`src/rtl/arb_pkg.sv`:
```
// Shared types and the rotating-priority search for the 8-way round-robin arbiter.
package arb_pkg;

  localparam int N_REQ = 8;
  localparam int IDX_W = 3;

  typedef enum logic {
    ST_IDLE  = 1'b0,
    ST_GRANT = 1'b1
  } state_t;

  typedef struct packed {
    logic             found;
    logic [IDX_W-1:0] idx;
  } pick_t;

  // Scans req starting at ptr and wrapping modulo N_REQ. The scan runs from the
  // farthest offset down so the closest set bit is the last (winning) write.
  function automatic pick_t rr_pick(input logic [N_REQ-1:0] req,
                                    input logic [IDX_W-1:0] ptr);
    pick_t            p;
    logic [IDX_W-1:0] j;
    p = '0;
    for (int k = N_REQ - 1; k >= 0; k--) begin
      j = ptr + IDX_W'(k);
      if (req[j]) begin
        p.found = 1'b1;
        p.idx   = j;
      end
    end
    return p;
  endfunction

endpackage

```
`src/rtl/decoder_3x8.sv`:
```
// 3-to-8 one-hot decoder; (a, b, c) form the index MSB-first.
module decoder_3x8 (
  input  logic       a,
  input  logic       b,
  input  logic       c,
  output logic [7:0] y
);

  assign y = 8'b0000_0001 << {a, b, c};

endmodule

```
`src/rtl/rr_arbiter_8.sv`:
```
// Round-robin arbiter for 8 requesters with release-on-done, release-on-drop and
// an optional hold limit. One IDLE cycle always separates consecutive grants.
module rr_arbiter_8
  import arb_pkg::*;
#(
  parameter int MAX_HOLD = 15
) (
  input  logic             clk,
  input  logic             rst,
  input  logic [N_REQ-1:0] req,
  input  logic             done,
  output logic [N_REQ-1:0] gnt,
  output logic [IDX_W-1:0] gnt_idx,
  output logic             gnt_valid,
  output logic             timeout
);

  localparam logic [7:0] HOLD_LAST = 8'((MAX_HOLD == 0) ? 0 : MAX_HOLD - 1);

  state_t           state;
  logic [IDX_W-1:0] ptr;
  logic [7:0]       hold_cnt;
  logic [N_REQ-1:0] dec_y;

  pick_t pick;
  logic  owner_drop;
  logic  limit_hit;
  logic  release_now;

  assign pick        = rr_pick(req, ptr);
  assign owner_drop  = ~req[gnt_idx];
  assign limit_hit   = (MAX_HOLD != 0) && (hold_cnt == HOLD_LAST);
  assign release_now = done | owner_drop | limit_hit;

  // NOTE: sequential state uses non-blocking assignments only, so every
  // register here sees the pre-edge values of the others.
  always_ff @(posedge clk) begin
    if (rst) begin
      state     <= ST_IDLE;
      ptr       <= '0;
      hold_cnt  <= '0;
      gnt_idx   <= '0;
      gnt_valid <= 1'b0;
      timeout   <= 1'b0;
    end else begin
      timeout <= 1'b0;
      case (state)
        ST_IDLE: begin
          if (pick.found) begin
            gnt_idx   <= pick.idx;
            gnt_valid <= 1'b1;
            hold_cnt  <= '0;
            state     <= ST_GRANT;
          end
        end
        ST_GRANT: begin
          if (release_now) begin
            gnt_valid <= 1'b0;
            ptr       <= gnt_idx + 1'b1;
            // A limit release that coincides with done or a drop is a normal release.
            timeout   <= limit_hit & ~done & ~owner_drop;
            state     <= ST_IDLE;
          end else if (hold_cnt != 8'hFF) begin
            hold_cnt <= hold_cnt + 8'd1;
          end
        end
        default: state <= ST_IDLE;
      endcase
    end
  end

  decoder_3x8 u_dec (
    .a (gnt_idx[2]),
    .b (gnt_idx[1]),
    .c (gnt_idx[0]),
    .y (dec_y)
  );

  assign gnt = gnt_valid ? dec_y : '0;

endmodule

```
`config.mk`:
```
export PLATFORM = sky130hd
export DESIGN_NAME = rr_arbiter_8
export DESIGN_NICKNAME = d
export VERILOG_FILES = /design/src/rtl/arb_pkg.sv /design/src/rtl/decoder_3x8.sv /design/src/rtl/rr_arbiter_8.sv
export SDC_FILE = /design/constraint.sdc
export NUM_CORES = 1
export LEC_CHECK = 0
export CAP_MARGIN = 10
export CORE_MARGIN = 2
export CORE_UTILIZATION = 57
export CTS_CLUSTER_DIAMETER = 60
export DETAILED_ROUTE_END_ITERATION = 6
export GPL_ROUTABILITY_DRIVEN = 0
export PLACE_DENSITY = 0.89
export SLEW_MARGIN = 10
export SYNTH_ARGS = -nofsm -noshare
export SYNTH_HDL_FRONTEND = slang
export SYNTH_SLANG_ARGS = --single-unit
```
`constraint.sdc`:
```
create_clock -name clk -period 4 [get_ports clk]
set_input_delay 0.4 -clock clk [delete_from_list [all_inputs] [get_ports clk]]
set_output_delay 0.4 -clock clk [all_outputs]
set_load 0.1 [all_outputs]
```
==> impl_results.md, run 1 <==
- XOR/XNOR Fraction of Synth Area: less than 1%
- Vias in the first global route: between 1500 and 2000
- Crit share post-route: around 71%
- Synthesis-stage register bit count: 17
- Initial antenna violation count: 0
- Residual DRC: 0
- TritonCTS Buffers: 3
- I/O Pins: 24
- GRT Residual Overflow: 0
- Top cells by area, synth: mux4_2 (19%), dfxtp_1 (17%), ha_1 (6.2%)
- Antenna cell count: 0
- Clock sink count: 17
- Antenna-violating nets left: 0
- Slew Viols, Final: 0
- Static leakage: about 0.74 nW
- Synth area leader: mux4_2
- Most frequent cells in the layout: clkdlybuf4s50_1 (23), nand2_1 (18), a21oi_1 (18)
- Clk Latency, worst-skew pair: around 300 ps
- Vias/cell: between 6 and 7
- CTS H-tree depth: 1
- Largest net degree at the start of global routing: 27
- Peak VDD IR: between 0.00015 and 0.0002 V
- IO buf count: 23
- Post-Synth Simple-Gate Area: between 20% and 30%
- Slack of the critical path: approximately 1200 ps
- Synthesized instance count: ~230
- Fin crit period: ~2800 ps
- Total Wirelength: about 4700 µm
- Setup TNS: 0 ps
- Yosys warns: 0
- DIE AREA: 4020 µm²
- Post-Synth Adder-Cell Area: under 10%
- GRT Overall Usage: 24.7%
- Nets: 258
- Hpwl dp: approximately 3500 µm
- Compound-Gate Fraction of Synth Area: a little over a fifth
- Share of cells above drive strength 1: between 15 and 20%
- Critical Path RT: about 3600 ps
- Slew headroom: 34.3%
- Mux cell area share after synthesis: 25.9%
- Final Skew: approximately 1.5 ps
- Max_cap viols: 0
- Post-Syn Area: between 2000 and 2500 µm²
- Hold Path Class: reg -> reg
- Clock slew at reported path FFs: roughly 90 ps
- Post-Syn Nets: between 200 and 300
- Worst Tran Pin Value: around 980 ps
- Area Growth Syn to Fin: 9.89%
- Die span in x: about 63 µm
- Async SR Flop Fraction: 0%
- Yosys cell types: 49
- Hold buffer count at CTS: 0
- Worst slack, placed: between 1000 and 1500 ps
- Power Density: approximately 380 nW/µm²
- Final hold vios: 0
- CTS tree: built
- CTS max path bufs: 2
- DRT Pass-1 Iters: 4
- Std-Cell Rows: 21
- Final setup viols: 0
- Crit-path max FO: 7
- CP Class: reg -> out
- CORE AREA: 3360 µm²
- Status: complete, no violations
- Initial core utilization: between 50 and 60%
- EDFF count, synth: 0
- Top cell type's share of synthesized area: 19.0%
- CP endpoint kind: primary output
- Post CTS Setup Buffer Count: 0
- RSZ-0062 raised after global routing: false
- Avg WL per Cell: about 17 µm
- Chip height: 63.4 µm
- Initial DRC Count: between 100 and 150
- Routed vias: 1871
- WP data arrival: approximately 2400 ps
- Startpoint types: register
- Seq/Total Area, Yosys: between 15 and 20%
- Largest family of logic cells by synthesized area: multiplexers
- Post-cts sizing count: 0
- Syn avg cell area: between 8 and 9 µm²
- Fmax: roughly 350 MHz
- Main synth FF type: dfxtp_1
- Root buf cell: clkbuf_4
- First-pass GRT wire length: approximately 8000 µm
- Most common cell after layout, fill and taps aside: clkdlybuf4s50_1
[flip-flops by register name, indices dropped and copies added, names as in the netlist]
signal	count
gnt_valid	1
state	1
timeout	1
ptr	3
gnt_idx	3
hold_cnt	8
[synth_stat cells (all sizes together), types with 3 or more instances]
master / number
inv: 12
nand3: 8
or3: 4
o21a: 5
buf: 10
nor3: 7
mux2i: 6
mux2: 7
clkbuf: 14
a211oi: 3
mux4: 17
o31ai: 5
a221oi: 3
ha: 10
nand2: 18
and2: 6
dfxtp: 17
o21ai: 8
or4: 3
nor2: 17
and3: 4
a21oi: 20
[power breakdown]
| group | switching (mW) | internal [mW] | leakage [nW] |
|---|---|---|---|
| logic | 0.323 | 0.209 | 0.586 |
| clock network | 0.0545 | 0.0389 | 0.0150 |
| registers | 0.0259 | 0.183 | 0.139 |
| total | 0.403 | 0.431 | 0.739 |
[critical path: stages (launching register included)]
cell             delay [ps]
dfxtp_1                 530
ha_1                    240
ha_1                    140
and2_1                  120
clkdlybuf4s50_1        1120
[logic make-up after synthesis]
group / after synthesis
AND/OR/NAND/NOR: 77
buffers and inverters: 36
adder cells (fa/ha/maj): 10
multiplexers: 30
flip-flops: 17
AO/OA/AOI/OAI: 59
XOR/XNOR: 2
[metal layers]
layer	up-vias	part of all wire [%]	global-route usage (%)
li1	878	-	-
met1	888	41	31.8
met2	93	49	42.5
met3	12	7.9	2.50
met4	0	2.1	9.24
met5	-	0	0
[worst paths after layout]
check	start	endpoint	slack (ps)	cells after the start
max	gnt_idx[1]	gnt[3]	1160	4
min	hold_cnt[4]	hold_cnt[4]	520	2
max reg2reg	ptr[1]	hold_cnt[3]	1170	8
min reg2reg	hold_cnt[4]	hold_cnt[4]	520	2
[metrics by stage]
| stage | power [mW] | cell area [µm²] | util, % | cells | hold WS [ps] |
|---|---|---|---|---|---|
| floorplan | 0.651 | 2010 | - | 231 | 465 |
| global placement | 0.728 | 2180 | 64.9 | 278 | 480 |
| detailed placement | 0.736 | 2180 | 64.9 | 278 | 507 |
| CTS | 0.831 | 2210 | 65.7 | 282 | 522 |
| global route | 0.885 | 2210 | 65.7 | 282 | 555 |
| finish | 0.834 | 2210 | 65.7 | 282 | 521 |
[layout make-up]
class | instances | area [µm²]
Sequential cell | 17 | 340
Tap cell | 46 | 57.6
Timing Repair Buffer | 25 | 245
Clock buffer | 4 | 26.3
Multi-Input combinational cell | 178 | 1500
Fill cell | 298 | 1150
Inverter | 12 | 45.0
Note: power is estimated with default switching activity, not from simulation.
==> run 2, diff against run 1 <==
Clock period 4 ns to 2.7 ns, I/O delays scaled along.
==> impl_results.md, run 2 (synthesis results as in run 1) <==
- Antenna-violating nets left: 0 (unchanged)
- Startpoint types: register (unchanged)
- CP endpoint kind: register (was primary output)
- Worst Tran Pin Value: 578 ps (was 983 ps)
- Final Skew: 6.55 ps (was 1.52 ps)
- CTS tree: built (unchanged)
- IO buf count: 23 (unchanged)
- DRT Pass-1 Iters: 4 (unchanged)
- Final hold vios: 0 (unchanged)
- Register area: 340 µm² (unchanged)
- Most common cell after layout, fill and taps aside: buf_4 (was clkdlybuf4s50_1)
- Top Usage Layer GRT: met2 (unchanged)
- Total Wirelength: 4940 µm (was 4720 µm)
- Critical Path RT: 2900 ps (was 3600 ps)
- Clock sink count: 17 (unchanged)
- RSZ-0062 raised after global routing: false (unchanged)
- GRT Overall Usage: 24.6% (was 24.7%)
- Slew Viols, Final: 0 (unchanged)
- CTS H-tree depth: 1 (unchanged)
- Worst slack, placed: 73.4 ps (was 1120 ps)
- Root buf cell: clkbuf_4 (unchanged)
- Clock slew at reported path FFs: 110 ps (was 90 ps)
- Chip height: 63.4 µm (unchanged)
- Initial antenna violation count: 0 (unchanged)
- Most frequent cells in the layout: buf_4 (30), nand2_1 (18), a21oi_1 (18) (was clkdlybuf4s50_1 (23), nand2_1 (18), a21oi_1 (18))
- CORE AREA: 3360 µm² (unchanged)
- Fmax: about 400 MHz
- Largest regs: hold_cnt (8), gnt_idx (3), ptr (3) (unchanged)
- Max reg flops: 8 (unchanged)
- Nets: 273 (was 258)
- Final setup viols: 0 (unchanged)
- Vias in the first global route: 1750 (was 1743)
- Static leakage: 0.841 nW (was 0.739 nW)
- Met2 Use GR: 41.8% (was 42.5%)
- Largest net degree at the start of global routing: 19 (was 27)
- Hpwl dp: 3750 µm (was 3510 µm)
- Reg with most FFs: hold_cnt (unchanged)
- DIE AREA: 4020 µm² (unchanged)
- Residual DRC: 0 (unchanged)
- Std-Cell Rows: 21 (unchanged)
- TritonCTS Buffers: 3 (unchanged)
- Setup TNS: 0 ps (unchanged)
- M1 GR Usage: 33.4% (was 31.8%)
- Worst reg2reg path depth: 8 (unchanged)
- Status: complete, no violations (unchanged)
- Area Growth Syn to Fin: 14.6% (was 9.89%)
- Routed vias: 1896 (was 1871)
- Antenna cell count: 0 (unchanged)
- Crit-path max FO: 18 (was 7)
- Slew headroom: 61.4% (was 34.3%)
- Die span in x: 63.4 µm (unchanged)
- Fin util: 68.5% (was 65.7%)
- Vias/cell: 6.38 (was 6.63)
- CTS max path bufs: 2 (unchanged)
- Avg WL per Cell: 16.6 µm (was 16.7 µm)
- I/O Pins: 24 (unchanged)
- First-pass GRT wire length: 8140 µm (was 8070 µm)
- GRT Residual Overflow: 0 (unchanged)
- Max_cap viols: 0 (unchanged)
- Crit share post-route: 92.3%
- Fin crit period: ~2500 ps
- Share of cells above drive strength 1: 26.7% (was 15.7%)
- Initial DRC Count: 121 (was 147)
- Number of fill cells: 273 (was 298)
- Number of cells on the worst hold path: 2 (unchanged)
- CP Class: reg -> reg (was reg -> out)
- Multi-input logic area: 1510 µm² (was 1500 µm²)
- Peak VDD IR: 0.000271 V (was 0.000154 V)
- WP data arrival: 2690 ps (was 2440 ps)
- Slack of the critical path: 207 ps (was 1160 ps)
- Hold Path Class: reg -> reg (unchanged)
- Post-cts sizing count: 0 (unchanged)
- Hold buffer count at CTS: 0 (unchanged)
- Initial core utilization: 59.8% (unchanged)
- Clk Latency, worst-skew pair: 290 ps (was 300 ps)
- Power Density: 553 nW/µm² (was 377 nW/µm²)
- Post CTS Setup Buffer Count: 0 (unchanged)
- Met3 GRT Util: 1.96% (was 2.50%)
run 2: metrics by stage:
| stage | power [mW] | instance area [µm²] | hold WS [ps] | std cells |
|---|---|---|---|---|
| 2_1_floorplan | 0.984 | 2040 | 464 | 231 |
| 3_3_place_gp | 1.11 | 2280 | 480 | 293 |
| 3_5_place_dp | 1.13 | 2280 | 497 | 293 |
| 4_1_cts | 1.27 | 2300 | 513 | 297 |
| 5_1_grt | 1.34 | 2300 | 530 | 297 |
| 6_report | 1.27 | 2300 | 518 | 297 |
run 2: worst paths after layout:
check                            startpoint           to  slack [ps]
worst max-delay path                 ptr[0]   gnt_idx[1]         210
worst min-delay path            hold_cnt[4]  hold_cnt[4]         520
worst max register to register       ptr[0]   gnt_idx[1]         210
worst min register to register  hold_cnt[4]  hold_cnt[4]         520
run 2: layout make-up:
cell class,count,share of cell area [%]
clock inverter,1,0.217
clock buffer,3,0.978
multi-input combinational,178,65.5
sequential,17,14.8
timing repair buffer,40,14.1
inverter,12,1.96
tap,46,2.50
run 2: power breakdown:
part           switching, mW  leakage, nW  internal (mW)
Clock                 0.0807       0.0177         0.0549
Combinational          0.490        0.685          0.337
Sequential            0.0395        0.139          0.271
Total                  0.610        0.841          0.663
run 2: worst max-delay path: stages (launching register included):
cell and delay, ps:
dfxtp_1 360, buf_4 200, buf_4 260, mux4_2 580, mux2i_1 230, a311oi_1 140, a2111oi_2 250, o21ai_1 120
a211oi_1 250
run 2: routing by layer:
layer	up-vias	share of wire, %
li1	908	-
met1	880	42
met2	97	49
met3	11	6.1
met4	0	2.4
met5	-	0
